**src/rtl/pipe_pkg.sv**
```systemverilog
// Shared types and constants for the pipeline skid buffer and its counters.
package pipe_pkg;

  typedef enum logic [1:0] {
    EMPTY = 2'd0,
    BUSY  = 2'd1,
    FULL  = 2'd2
  } skid_state_e;

  localparam int unsigned STALL_CNTW = 16;

  // All-ones value of a w-bit counter; valid for w up to 64.
  function automatic logic [63:0] sat_max(input int unsigned w);
    return (w >= 64) ? '1 : ((64'd1 << w) - 64'd1);
  endfunction

  localparam logic [STALL_CNTW-1:0] STALL_SAT = STALL_CNTW'(sat_max(STALL_CNTW));

endpackage

```
**src/rtl/sat_cnt.sv**
```systemverilog
// Saturating up-counter: counts inc_i cycles, sticks at all-ones, cleared only by rst.
module sat_cnt
  import pipe_pkg::*;
#(
  parameter int unsigned CNTW = STALL_CNTW
) (
  input  logic            clk,
  input  logic            rst,
  input  logic            inc_i,
  output logic [CNTW-1:0] cnt_o
);

  localparam logic [CNTW-1:0] SAT = CNTW'(sat_max(CNTW));

  logic [CNTW-1:0] cnt_q;

  always_ff @(posedge clk) begin
    if (rst) begin
      cnt_q <= '0;
    end else if (inc_i && (cnt_q != SAT)) begin
      cnt_q <= cnt_q + 1'b1;
    end
  end

  assign cnt_o = cnt_q;

endmodule

```
**src/rtl/pipe_skid_buf.sv**
```systemverilog
// Two-entry elastic pipeline register with flush and a saturating stall counter.
module pipe_skid_buf
  import pipe_pkg::*;
#(
  parameter int unsigned DWIDTH = 32,
  parameter int unsigned CNTW   = STALL_CNTW
) (
  input  logic              clk,
  input  logic              rst,
  input  logic              flush_i,
  input  logic              in_valid_i,
  output logic              in_ready_o,
  input  logic [DWIDTH-1:0] in_data_i,
  output logic              out_valid_o,
  input  logic              out_ready_i,
  output logic [DWIDTH-1:0] out_data_o,
  output logic [1:0]        count_o,
  output logic [CNTW-1:0]   stall_cnt_o
);

  skid_state_e       state_q;
  logic [DWIDTH-1:0] main_q;
  logic [DWIDTH-1:0] skid_q;
  logic              acc_in;
  logic              acc_out;

  // Ready and valid come straight from state, so no out_ready_i -> in_ready_o path.
  assign in_ready_o  = (state_q != FULL);
  assign out_valid_o = (state_q != EMPTY);
  assign out_data_o  = main_q;
  assign acc_in      = in_valid_i & in_ready_o;
  assign acc_out     = out_valid_o & out_ready_i;

  always_comb begin
    count_o = 2'd0;
    unique case (state_q)
      EMPTY:   count_o = 2'd0;
      BUSY:    count_o = 2'd1;
      FULL:    count_o = 2'd2;
      default: count_o = 2'd0;
    endcase
  end

  always_ff @(posedge clk) begin
    if (rst) begin
      state_q <= EMPTY;
      main_q  <= '0;
      skid_q  <= '0;
    end else if (flush_i) begin
      // Data registers are left as-is; they are don't-care once EMPTY.
      state_q <= EMPTY;
    end else begin
      unique case (state_q)
        EMPTY: begin
          if (acc_in) begin
            state_q <= BUSY;
            main_q  <= in_data_i;
          end
        end
        BUSY: begin
          if (acc_in && acc_out) begin
            main_q <= in_data_i;
          end else if (acc_in) begin
            state_q <= FULL;
            skid_q  <= in_data_i;
          end else if (acc_out) begin
            state_q <= EMPTY;
          end
        end
        FULL: begin
          if (acc_out) begin
            state_q <= BUSY;
            main_q  <= skid_q;
          end
        end
        default: state_q <= EMPTY;
      endcase
    end
  end

  sat_cnt #(
    .CNTW(CNTW)
  ) u_stall_cnt (
    .clk   (clk),
    .rst   (rst),
    .inc_i (out_valid_o & ~out_ready_i),
    .cnt_o (stall_cnt_o)
  );

endmodule

```
**config.mk**
```make
export PLATFORM = sky130hd
export DESIGN_NAME = pipe_skid_buf
export DESIGN_NICKNAME = d
export VERILOG_FILES = /design/src/rtl/pipe_pkg.sv /design/src/rtl/sat_cnt.sv /design/src/rtl/pipe_skid_buf.sv
export SDC_FILE = /design/constraint.sdc
export NUM_CORES = 1
export LEC_CHECK = 0
export BUFFER_PORTS_ARGS = -buffer_cell sky130_fd_sc_hd__buf_2
export CAP_MARGIN = 0
export CORE_MARGIN = 4
export CORE_UTILIZATION = 33
export DETAILED_ROUTE_END_ITERATION = 16
export GPL_TIMING_DRIVEN = 0
export PLACE_DENSITY_LB_ADDON = 0.25
export SLEW_MARGIN = 0
export SYNTH_ARGS = -nofsm -noshare
export SYNTH_HDL_FRONTEND = slang
export SYNTH_SLANG_ARGS = --single-unit
```
**constraint.sdc**
```tcl
create_clock -name clk -period 2.3 [get_ports clk]
set_input_delay 0.115 -clock clk [delete_from_list [all_inputs] [get_ports clk]]
set_output_delay 0.115 -clock clk [all_outputs]
set_load 0.02 [all_outputs]
```
; ---- Yosys cells after proc, flatten, opt, wreduce, memory -nomap -nowiden
; Cells that the tools add are included.
[totals]
register_bits = 82
[op_classes]
n_addsub = 1
n_eq_ne = 9
muxes = 11
bitwise_logic = 6
reduce_logical = 9
[ops]
columns = op, count
row1 = 2-to-1 mux 32 bit, 3
row2 = one-hot mux 32 bit (3 select lines), 1
row3 = adder 16 x 1 -> 16 bit (second input constant), 1
row4 = != test 16 bit (second input constant), 1
row5 = 2-to-1 mux 2 bit, 5
row6 = != test 2 bit (second input constant), 5
row7 = AND reduction 4 bit, 2
row8 = one-hot mux 2 bit (3 select lines), 1
row9 = AND reduction 5 bit, 1
row10 = one-hot mux 2 bit (2 select lines), 1
row11 = bitwise AND 1 bit, 3
row12 = != test 3 bit (second input constant), 1
row13 = inverter 1 bit, 3
row14 = nonzero test 3 bit, 1
row15 = equality test 2 x 1 -> 1 bit (second input constant), 1
row16 = equality test 2 bit (second input constant), 1
row17 = logical AND 1 bit, 2
row18 = zero test 2 bit, 1
row19 = nonzero test 2 bit, 1
row20 = OR reduction 2 bit, 1

; ---- Depth between registers and ports, before layout
[logic_depth]
ltp_word = 6
depth_mapped = 8
depth_no_buf = 5

; ---- Modules after synthesis
; A second synthesis with hierarchy kept.
[hier_totals]
cells_unflattened = 415
hier_area_um2 = 3961.3
[modules_own_cells]
columns = mod, instances, cells_per_inst, area_each_um2
row1 = pipe_skid_buf, 1, 316, 3113.0
row2 = sat_cnt, 1, 99, 848.3

; ---- Worst setup path before layout
; OpenSTA, ideal clock, no wires.
[synth_path]
kind = register to register
from = reg u_stall_cnt.cnt_q[0] (netlist: u_stall_cnt.cnt_o[0])
to = reg u_stall_cnt.cnt_q[1] (netlist: u_stall_cnt.cnt_o[1])
setup_ps = 125
arrival_ps = 1739
t_required_ps = 2175
setup_slack_ps = 437
path_stages_with_launch = 7
n_path_buf = 1
period_less_slack_ps = 1863
path_cell_list = dfxtp_1 ha_1 nand3_2 o41ai_4 buf_6 mux2i_1 nor2_1
[synth_via]
elab_chain_cells = 2
word_cells_on_any_way = 3
[synth_rtl]
columns = element, line_no
row1 = "start, declared", sat_cnt.sv:15  ; logic [CNTW-1:0] cnt_q;
row2 = "start signal, assigned", sat_cnt.sv:21  ; cnt_q <= cnt_q + 1'b1;
row3 = "parallel branches: the longest is 2 deep, another holds adder 16 x 1 -> 16 bit", n/a
; Parallel ways; which one is timed is not known.
; A chain may end at the register's enable or synchronous reset.

; ---- Worst setup path in the final report
; Same ends and word-level chain as after synthesis.

==> flow_summary.toml <==
[clock_network]
clk-insertion-delay-late_ps = 330
clock_path_buffers = 2
clkTransAtPathRegs_ps = 60
postCtsHoldBufs = 0
h-tree-depth = 3
clock_sinks = 82
cts-root-buf = "clkbuf_16"
post_cts_resized = 0
cts_made_buffers = 9
cts_tree = "yes"
cts_setup_buffers = 0

[finish]
layout.cells.most_common = "nand2_1"
num_antenna_cells = 0
final_cell_mix = "nand2_1 (132), buf_2 (103), dfxtp_1 (82)"
area_growth_syn_to_layout_pct = 25.3
fin_nets = 603
drive_gt1_frac = 0.244

[worst_setup_path]
crit_type = "reg2reg"
end_kind = "flop"
reg2reg_to = "u_stall_cnt.cnt_o[1]"
cp-start-kind = "flop"
cp_max_fo = 10
reg2reg_from = "u_stall_cnt.cnt_o[0]"
crit_arrival_ps = 2230
rr_worst_depth = 6
rrSetupSlack_ps = 270
required_ps = 2500

[synthesis]
synth_seq_area_share = 0.439
syn_inst = 467
synth_edf_count = 0
synthTopCellsByArea = "dfxtp_1 (44%), nand2_1 (13%), a21oi_1 (9.8%)"
yosysWarnings = 0
yosys.area.top_type = "dfxtp_1"
syn_area_um2 = 3740
synth_top_area_share = 0.439
syn_nets = 505
ys.flop_type = "dfxtp_1"
synth_area_per_cell_um2 = 8.00
synth.distinct_cells = 46
ys_seq_elements = 82
async_flop_share = 0

[placed_design]
place_hpwl_um = 7770
gp_congestion = 0.802
port_buffers = 87

[detailed_routing]
postRouteAntennaNets = 0
dr.pass1.iters = 4
route.detailed.drc = 0
first_iter_violations = 149
wirelength_um = 10900
wl_per_cell_um = 15.4
via_per_inst = 5.13
vias = 3641

[worst_hold_path]
hold-path-endpoint = "state_q[1]"
hp-start = "rst"
hold_class = "in2reg"
hold_depth = 2

[floorplanning]
dieHeight_um = 114
die_area_um2 = 13100
core_um2 = 11000
num_rows = 38
io_pins = 89
die-width_um = 114
floorplan.initialDensity = 0.340

[job]
drv_cap = 0

[sta]
max_slew_margin = 0.602
worst_slew_pin_slew_ps = 597
timing.fmax_mhz = 493
fin_tns_setup_ps = 0
skew_ps = 5.17
hold_violations = 0
drv_slew = 0
rsz0062_at_grt = "false"
fin_crit_sh = 0.881
period_needed_ps = 2030
setup_viol = 0

[global_route]
grt_pass1_wl_um = 17600
antenna_found_initial = 0
grt_max_degree = 14
track_usage = 0.167
grt-ovfl-total = 0
grt_pass1_vias = 3531

[run_status]
status = "completed"

[power_and_ir_drop]
ir_worst_vdd_v = 0.000304
p_leak_nw = 1.87
power_density_nw_per_um2 = 733
power_mw = 3.43
==> critical path, stage by stage, from the launching register on <==
cell	delay, ps
dfxtp_1	390
ha_1	240
nand3_2	220
o41ai_4	570
buf_6	220
mux2i_1	200
nor2_1	50
==> cell type report <==
class                   instances  area [um2]
clock buffers                  11         233
flip-flops and latches         82        1640
well taps                     140         175
inverters                       4        15.0
multi-input cells             342        1880
repair buffers                 87         435
plain buffers                  39         201
fillers                      1118        6300
clock inverters                 5         103
==> where the power goes <==
| group | internal, mW | leakage [nW] | switching [mW] |
|---|---|---|---|
| Sequential | 1.46 | 0.665 | 0.0177 |
| Combinational | 0.119 | 1.04 | 0.213 |
| Clock | 1.06 | 0.160 | 0.562 |
| Total | 2.64 | 1.87 | 0.792 |
==> Yosys cell counts, types with 3 or more instances <==
cell / number
or3_2: 4
nand2b_1: 3
a211o_1: 32
clkbuf_1: 17
o21ai_0: 20
nand2_1: 132
or3_1: 3
or4_1: 5
nand4_1: 5
dfxtp_1: 82
o31ai_1: 7
inv_1: 3
nor2_1: 5
buf_2: 16
a21oi_1: 73
o21ai_1: 16
a21oi_2: 3
nor2b_1: 3
buf_6: 4
==> worst max-delay path by stage <==
stage,cells past startpoint,slack [ps],end,from
CTS,6,250,u_stall_cnt.cnt_o[1],u_stall_cnt.cnt_o[0]
global placement,6,330,u_stall_cnt.cnt_o[1],u_stall_cnt.cnt_o[0]
detailed placement,6,270,u_stall_cnt.cnt_o[1],u_stall_cnt.cnt_o[0]
global route,6,120,u_stall_cnt.cnt_o[1],u_stall_cnt.cnt_o[0]
finish,6,270,u_stall_cnt.cnt_o[1],u_stall_cnt.cnt_o[0]
floorplan,6,440,u_stall_cnt.cnt_o[1],u_stall_cnt.cnt_o[0]
==> kinds of logic (layout without fill, tap and decap cells) <==
family | Yosys count | in the layout | share of synthesized area
AO/OA/AOI/OAI | 162 | 162 | 0.275
XOR/XNOR | 1 | 1 | 0.00234
adder cells (fa/ha/maj) | 1 | 1 | 0.00335
buffers and inverters | 43 | 146 | 0.0579
flip-flops | 82 | 82 | 0.439
multiplexers | 2 | 2 | 0.00536
AND/OR/NAND/NOR | 176 | 176 | 0.217
==> through the flow <==
step | utilization | instance area [um2] | setup WS (ps) | hold slack, ps | instances
global placement | 0.396 | 4350 | 325 | 343 | 694
finish | 0.426 | 4680 | 273 | 13.0 | 710
detailed placement | 0.396 | 4350 | 271 | 348 | 694
global route | 0.426 | 4680 | 122 | 26.4 | 710
CTS | 0.426 | 4680 | 255 | 7.39 | 710
floorplan | - | 3740 | 437 | 193 | 467
==> routing by layer <==
| layer | vias up | GRT usage | routed length (um) |
|---|---|---|---|
| li1 | 1830 | - | - |
| met1 | 1713 | 0.212 | 4950 |
| met2 | 86 | 0.284 | 5280 |
| met3 | 12 | 0.0407 | 572 |
| met4 | 0 | 0.0412 | 98 |
| met5 | - | 0 | 0 |
==> state kept, by name, summed over array words and instances, names as in the netlist <==
| register | cells |
|---|---|
| u_stall_cnt.cnt_o | 16 |
| out_data_o | 32 |
| skid_q | 32 |
| state_q | 2 |
No activity file was read; power rests on OpenSTA's default activity.
